[config.mk]
export PLATFORM = sky130hd
export DESIGN_NAME = flag_ctx_ctrl_flat
export DESIGN_NICKNAME = d
export VERILOG_FILES = /design/src/rtl/flag_ctx_ctrl_if.sv /design/src/rtl/flag_ctx_ctrl.sv /design/src/flat_wrapper.sv
export SDC_FILE = /design/constraint.sdc
export NUM_CORES = 1
export LEC_CHECK = 0
export CORE_UTILIZATION = 62
export DETAILED_ROUTE_END_ITERATION = 12
export DONT_BUFFER_PORTS = 1
export PLACE_DENSITY = 0.79
export SLEW_MARGIN = 20
export SYNTH_ARGS = -nofsm -noshare
export SYNTH_HDL_FRONTEND = slang
export SYNTH_SLANG_ARGS = --single-unit
[constraint.sdc]
create_clock -name clk -period 2.09 [get_ports clk]
set_input_delay 0.209 -clock clk [delete_from_list [all_inputs] [get_ports clk]]
set_output_delay 0.209 -clock clk [all_outputs]
set_load 0.1 [all_outputs]
[src/rtl/flag_ctx_ctrl_if.sv]
// Bus between the CPU core and the flag-context controller.
// The master drives the flag/interrupt/condition requests; the slave answers.
interface flag_ctx_ctrl_if #(
    parameter int unsigned DEPTH = 4
);
    localparam int unsigned DW = $clog2(DEPTH) + 1;

    logic          alu_valid;
    logic [3:0]    alu_flags;
    logic [3:0]    cur_flags;
    logic          int_enter;
    logic          int_return;
    logic          cond_req;
    logic [3:0]    cond_code;
    logic          err_clr;

    logic          flags_en;
    logic          flags_src_sel;
    logic [3:0]    flags_restore;
    logic          cond_valid;
    logic          cond_taken;
    logic          busy;
    logic [DW-1:0] stack_depth;
    logic          stack_full;
    logic          stack_empty;
    logic          err_overflow;
    logic          err_underflow;

    modport master (
        output alu_valid, alu_flags, cur_flags, int_enter, int_return,
               cond_req, cond_code, err_clr,
        input  flags_en, flags_src_sel, flags_restore, cond_valid, cond_taken,
               busy, stack_depth, stack_full, stack_empty, err_overflow, err_underflow
    );

    modport slave (
        input  alu_valid, alu_flags, cur_flags, int_enter, int_return,
               cond_req, cond_code, err_clr,
        output flags_en, flags_src_sel, flags_restore, cond_valid, cond_taken,
               busy, stack_depth, stack_full, stack_empty, err_overflow, err_underflow
    );
endinterface

[src/rtl/flag_ctx_ctrl.sv]
// Flag-context controller: saves/restores {Z,N,C,V} across interrupts on a small
// LIFO and evaluates branch condition codes against the live flags.
module flag_ctx_ctrl #(
    parameter int unsigned DEPTH = 4
) (
    input  logic          clk,
    input  logic          reset,
    flag_ctx_ctrl_if.slave bus
);
    localparam int unsigned DW = $clog2(DEPTH) + 1;
    localparam int unsigned AW = $clog2(DEPTH);

    typedef enum logic {
        IDLE    = 1'b0,
        RESTORE = 1'b1
    } state_e;

    state_e        state_q, state_d;
    logic [3:0]    stack_q [DEPTH];
    logic [DW-1:0] depth_q, depth_d;
    logic          ovf_q, ovf_d;
    logic          unf_q, unf_d;
    logic          cond_valid_q, cond_valid_d;
    logic          cond_taken_q, cond_taken_d;

    logic          full, empty;
    logic          push, pop;
    logic          ovf_set, unf_set;
    logic [3:0]    push_data;
    logic [AW-1:0] push_idx, top_idx;
    logic          busy;

    // {Z,N,C,V} condition decode
    function automatic logic cond_eval(input logic [3:0] f, input logic [3:0] code);
        logic z, n, c, v, r;
        {z, n, c, v} = f;
        r = 1'b0;
        case (code)
            4'd0:  r = 1'b1;
            4'd1:  r = z;
            4'd2:  r = ~z;
            4'd3:  r = n;
            4'd4:  r = ~n;
            4'd5:  r = c;
            4'd6:  r = ~c;
            4'd7:  r = v;
            4'd8:  r = ~v;
            4'd9:  r = c & ~z;
            4'd10: r = ~c | z;
            4'd11: r = (n == v);
            4'd12: r = (n != v);
            4'd13: r = ~z & (n == v);
            4'd14: r = z | (n != v);
            default: r = 1'b0;
        endcase
        return r;
    endfunction

    assign full      = (depth_q == DW'(DEPTH));
    assign empty     = (depth_q == '0);
    assign push_idx  = depth_q[AW-1:0];
    assign top_idx   = AW'(depth_q - DW'(1));
    assign push_data = bus.alu_valid ? bus.alu_flags : bus.cur_flags;
    assign busy      = (state_q == RESTORE);

    // Next-state: interrupt entry beats return; RESTORE is a single pop cycle
    always_comb begin
        state_d = state_q;
        push    = 1'b0;
        pop     = 1'b0;
        ovf_set = 1'b0;
        unf_set = 1'b0;
        case (state_q)
            IDLE: begin
                if (bus.int_enter) begin
                    if (full) ovf_set = 1'b1;
                    else      push    = 1'b1;
                end else if (bus.int_return) begin
                    if (empty) unf_set = 1'b1;
                    else       state_d = RESTORE;
                end
            end
            RESTORE: begin
                pop     = ~empty;
                state_d = IDLE;
            end
            default: state_d = IDLE;
        endcase

        depth_d = depth_q;
        if (push)     depth_d = depth_q + DW'(1);
        else if (pop) depth_d = depth_q - DW'(1);

        ovf_d = (ovf_q & ~bus.err_clr) | ovf_set;
        unf_d = (unf_q & ~bus.err_clr) | unf_set;

        cond_valid_d = bus.cond_req;
        cond_taken_d = bus.cond_req & cond_eval(bus.cur_flags, bus.cond_code);
    end

    always_ff @(posedge clk or negedge reset) begin
        if (!reset) begin
            state_q      <= IDLE;
            depth_q      <= '0;
            ovf_q        <= 1'b0;
            unf_q        <= 1'b0;
            cond_valid_q <= 1'b0;
            cond_taken_q <= 1'b0;
            for (int i = 0; i < int'(DEPTH); i++) stack_q[i] <= '0;
        end else begin
            state_q      <= state_d;
            depth_q      <= depth_d;
            ovf_q        <= ovf_d;
            unf_q        <= unf_d;
            cond_valid_q <= cond_valid_d;
            cond_taken_q <= cond_taken_d;
            if (push) stack_q[push_idx] <= push_data;
        end
    end

    // The flags-register write port is steered directly by the state decode
    assign bus.flags_en      = busy | bus.alu_valid;
    assign bus.flags_src_sel = busy;
    assign bus.flags_restore = busy ? stack_q[top_idx] : 4'b0000;
    assign bus.busy          = busy;
    assign bus.cond_valid    = cond_valid_q;
    assign bus.cond_taken    = cond_taken_q;
    assign bus.stack_depth   = depth_q;
    assign bus.stack_full    = full;
    assign bus.stack_empty   = empty;
    assign bus.err_overflow  = ovf_q;
    assign bus.err_underflow = unf_q;
endmodule

[src/flat_wrapper.sv]
// flat-port wrapper written by rule: the top's interface ports become plain ports
module flag_ctx_ctrl_flat 
#(
    parameter int unsigned DEPTH = 4
)
  (clk, reset, bus_alu_valid, bus_alu_flags, bus_cur_flags, bus_int_enter, bus_int_return, bus_cond_req, bus_cond_code, bus_err_clr, bus_flags_en, bus_flags_src_sel, bus_flags_restore, bus_cond_valid, bus_cond_taken, bus_busy, bus_stack_depth, bus_stack_full, bus_stack_empty, bus_err_overflow, bus_err_underflow);
  flag_ctx_ctrl_if #(.DEPTH(DEPTH)) bus_i ();
  input  logic clk;
  input  logic reset;
  input wire logic [$bits(bus_i.alu_valid)-1:0] bus_alu_valid;
  input wire logic [$bits(bus_i.alu_flags)-1:0] bus_alu_flags;
  input wire logic [$bits(bus_i.cur_flags)-1:0] bus_cur_flags;
  input wire logic [$bits(bus_i.int_enter)-1:0] bus_int_enter;
  input wire logic [$bits(bus_i.int_return)-1:0] bus_int_return;
  input wire logic [$bits(bus_i.cond_req)-1:0] bus_cond_req;
  input wire logic [$bits(bus_i.cond_code)-1:0] bus_cond_code;
  input wire logic [$bits(bus_i.err_clr)-1:0] bus_err_clr;
  output wire logic [$bits(bus_i.flags_en)-1:0] bus_flags_en;
  output wire logic [$bits(bus_i.flags_src_sel)-1:0] bus_flags_src_sel;
  output wire logic [$bits(bus_i.flags_restore)-1:0] bus_flags_restore;
  output wire logic [$bits(bus_i.cond_valid)-1:0] bus_cond_valid;
  output wire logic [$bits(bus_i.cond_taken)-1:0] bus_cond_taken;
  output wire logic [$bits(bus_i.busy)-1:0] bus_busy;
  output wire logic [$bits(bus_i.stack_depth)-1:0] bus_stack_depth;
  output wire logic [$bits(bus_i.stack_full)-1:0] bus_stack_full;
  output wire logic [$bits(bus_i.stack_empty)-1:0] bus_stack_empty;
  output wire logic [$bits(bus_i.err_overflow)-1:0] bus_err_overflow;
  output wire logic [$bits(bus_i.err_underflow)-1:0] bus_err_underflow;
  assign bus_i.alu_valid = bus_alu_valid;
  assign bus_i.alu_flags = bus_alu_flags;
  assign bus_i.cur_flags = bus_cur_flags;
  assign bus_i.int_enter = bus_int_enter;
  assign bus_i.int_return = bus_int_return;
  assign bus_i.cond_req = bus_cond_req;
  assign bus_i.cond_code = bus_cond_code;
  assign bus_i.err_clr = bus_err_clr;
  assign bus_flags_en = bus_i.flags_en;
  assign bus_flags_src_sel = bus_i.flags_src_sel;
  assign bus_flags_restore = bus_i.flags_restore;
  assign bus_cond_valid = bus_i.cond_valid;
  assign bus_cond_taken = bus_i.cond_taken;
  assign bus_busy = bus_i.busy;
  assign bus_stack_depth = bus_i.stack_depth;
  assign bus_stack_full = bus_i.stack_full;
  assign bus_stack_empty = bus_i.stack_empty;
  assign bus_err_overflow = bus_i.err_overflow;
  assign bus_err_underflow = bus_i.err_underflow;
  flag_ctx_ctrl #(.DEPTH(DEPTH)) u_core (.clk(clk), .reset(reset), .bus(bus_i));
endmodule
==> reports/results.tsv <==
metric	value	unit
core area	2230	µm²
Cell Area, Placed	1660	µm²
initial antenna violation count	0	
number of synthesized flops with an enable pin	0	
fin crit share	0.977	
Avg Inst Size Synth	11.4	µm²
top fanout value on the critical path	6	
worst clock skew	0.0117	ns
fmax	490	MHz
area of the multi-input gates	818	µm²
H-tree Lvls	1	
FF+latch count, synth	24	
largest net degree at the start of global routing	25	
Max Root-Sink Buffers	2	
ys async rst share	1.00	
status	completed	
count leader, synth	dfrtp_1	
minimum clock period	2.04	ns
Ant. Diodes	0	
Post-Syn Area	1470	µm²
Storage cell area	611	µm²
relative slew slack	0.640	
Clock Latency Late Sink	0.31	ns
Worst EP arrival	1.83	ns
HP Class	in -> reg	
Max Cap Viol	0	
synth warn	0	
# fillers	140	
die area	2570	µm²
Finished Cell Area	1760	µm²
vias in the first global route	1128	
GRT Util Overall	0.293	
register area share after synthesis	0.409	
# rows	17	
Yosys cell types	37	
pwr dens	1610	nW/µm²
Place WS	0.315	ns
Synth area leaders	dfrtp_1 (41%), mux2_2 (17%), mux4_2 (6.1%)	
GRT overflow	0	
mux cell area share after synthesis	0.250	
TritonCTS buffer count	3	
WP data required	1.88	ns
routed len/inst	18.5	µm
area leader, netlist	dfrtp_1	
Synth-to-Final Area Change	19.5	%
PortBufs	0	
post-synthesis adder-cell area fraction	0.0426	
CP startpoint kind	flip-flop	
RSZ-0062 raised after global routing	no	
setup slack after layout	0.0472	ns
Die X	50.7	µm
Worst-Margin Slew	0.545	ns
DP HPWL	2360	µm
Routed WL	3230	µm
CTS tree	done	
ANT nets after route	0	
final net count	172	
Hold Worst Slack	0.0261	ns
first-pass GRT wire length	5380	µm
CTS Sinks	24	
Critical Path Sink Type	primary output	
DR iter-0 viols	27	
syn_nets	153	
fin. max-slew vios	0	
largest family of logic cells by synthesized area	multiplexers	
total vias in the final route	1094	
fraction of layout cells with a size suffix above 1	0.449	
clock-pin slew on the worst setup and hold paths	0.13	ns
final hold viol count	0	
xor-xnor portion of the synthesized cell area	0.0119	
top post-synthesis cells by count	dfrtp_1 (24), mux2_2 (22), nand2_1 (9)	
io pins	35	
critical path class	reg -> out	
Synth Instances	129	
Yosys top cell area share	0.409	
Primary FF master, synth	dfrtp_1	
vias per cell	6.25	
Max VDD drop	0.00102	V
simple-gate share of the synthesized area	0.134	
Starting Density	0.658	
total chip power	0.00282	W
Compound-Gate Fraction of Synth Area	0.0979	
clock root buffer master	clkbuf_4	
Pre-Repair DR Iteration Count	4	
DRC viols	0	
Final GP Congestion	0.781	
Setup violations, final	0	
Die Y	50.7	µm
post-layout util	0.787	
Pleak	0.758	nW
## per-layer routing
layer | global-route usage | up-vias | wire length, µm
met1 | 0.365 | 550 | 1310
met2 | 0.482 | 36 | 1670
met4 | 0.134 | 0 | 86
met5 | 0 | - | 0
met3 | 0.0697 | 10 | 161
li1 | - | 498 | -
## final cells by class
class	count	area share
Timing Repair Buffer	21	0.125
Tap cell	28	0.0199
Inverter	8	0.0207
Clock buffer	4	0.0207
Sequential cell	24	0.348
Multi-Input combinational cell	90	0.466
## sequential cells by signal (all words and copies together) (netlist names)
| name | cells |
|---|---|
| u_core.stack_q | 16 |
| u_core.bus.stack_depth | 3 |
| u_core.bus.busy | 1 |
| u_core.bus.cond_taken | 1 |
| u_core.bus.cond_valid | 1 |
| u_core.bus.err_overflow | 1 |
| u_core.bus.err_underflow | 1 |
## repair_timing
action                     CTS  global route
pin swaps                    0             0
setup endpoints to repair    4             4
buffers inserted             2             0
resized for setup            2             1
hold endpoints to repair    27            24
hold buffers                 3             1
## worst max-delay path: stages (launching register included)
cell and delay [ns]:
dfrtp_4 0.52, inv_4 0.08, ha_4 0.22, mux4_2 0.29
and2_2 0.21, buf_6 0.18
## power breakdown
| group | switching, W | internal, W |
|---|---|---|
| clock network | 0.000134 | 0.000106 |
| logic | 0.00107 | 0.000683 |
| registers | 0.000140 | 0.000682 |
| total | 0.00135 | 0.00147 |
## through the flow
stage / instances / TNS (ns)
finish: 175 / 0
global route: 175 / 0
CTS: 174 / 0
detailed placement: 165 / 0
global placement: 165 / 0
floorplan: 129 / -0.00597
## placed cells by master, fill, tap and decap left out, drive strengths merged, types with 3 or more instances in the layout
cell type,count
a21oi,5
and2,4
buf,18
clkbuf,4
dfrtp,24
dlygate4sd3,3
ha,5
inv,7
mux2,22
mux2i,3
mux4,4
nand2,9
nand2b,4
nor2,5
nor2b,4
o22ai,3
o311ai,3
## kinds of logic (layout without fill, tap and decap cells)
logic type,Yosys count,in the layout
AND/OR/NAND/NOR,34,34
multiplexers,29,29
AO/OA/AOI/OAI,20,20
adder cells (fa/ha/maj),5,5
buffers and inverters,15,33
XOR/XNOR,2,2
flip-flops,24,24
## path summary, 6_finish.rpt
path	startpoint	endpoint	slack (ns)	depth (start not counted)
min reg2reg	u_core.stack_q[8]	u_core.stack_q[8]	0.52	1
max in group asynchronous	reset	u_core.bus.stack_depth[0]	1.32	2
max reg2reg	u_core.bus.stack_depth[0]	u_core.stack_q[11]	0.23	5
min in group asynchronous	reset	u_core.bus.cond_valid	0.38	2
max	u_core.bus.stack_depth[0]	bus_flags_restore[2]	0.05	5
min	bus_cond_req	u_core.bus.cond_taken	0.03	2
(Power assumes the default switching activity.)
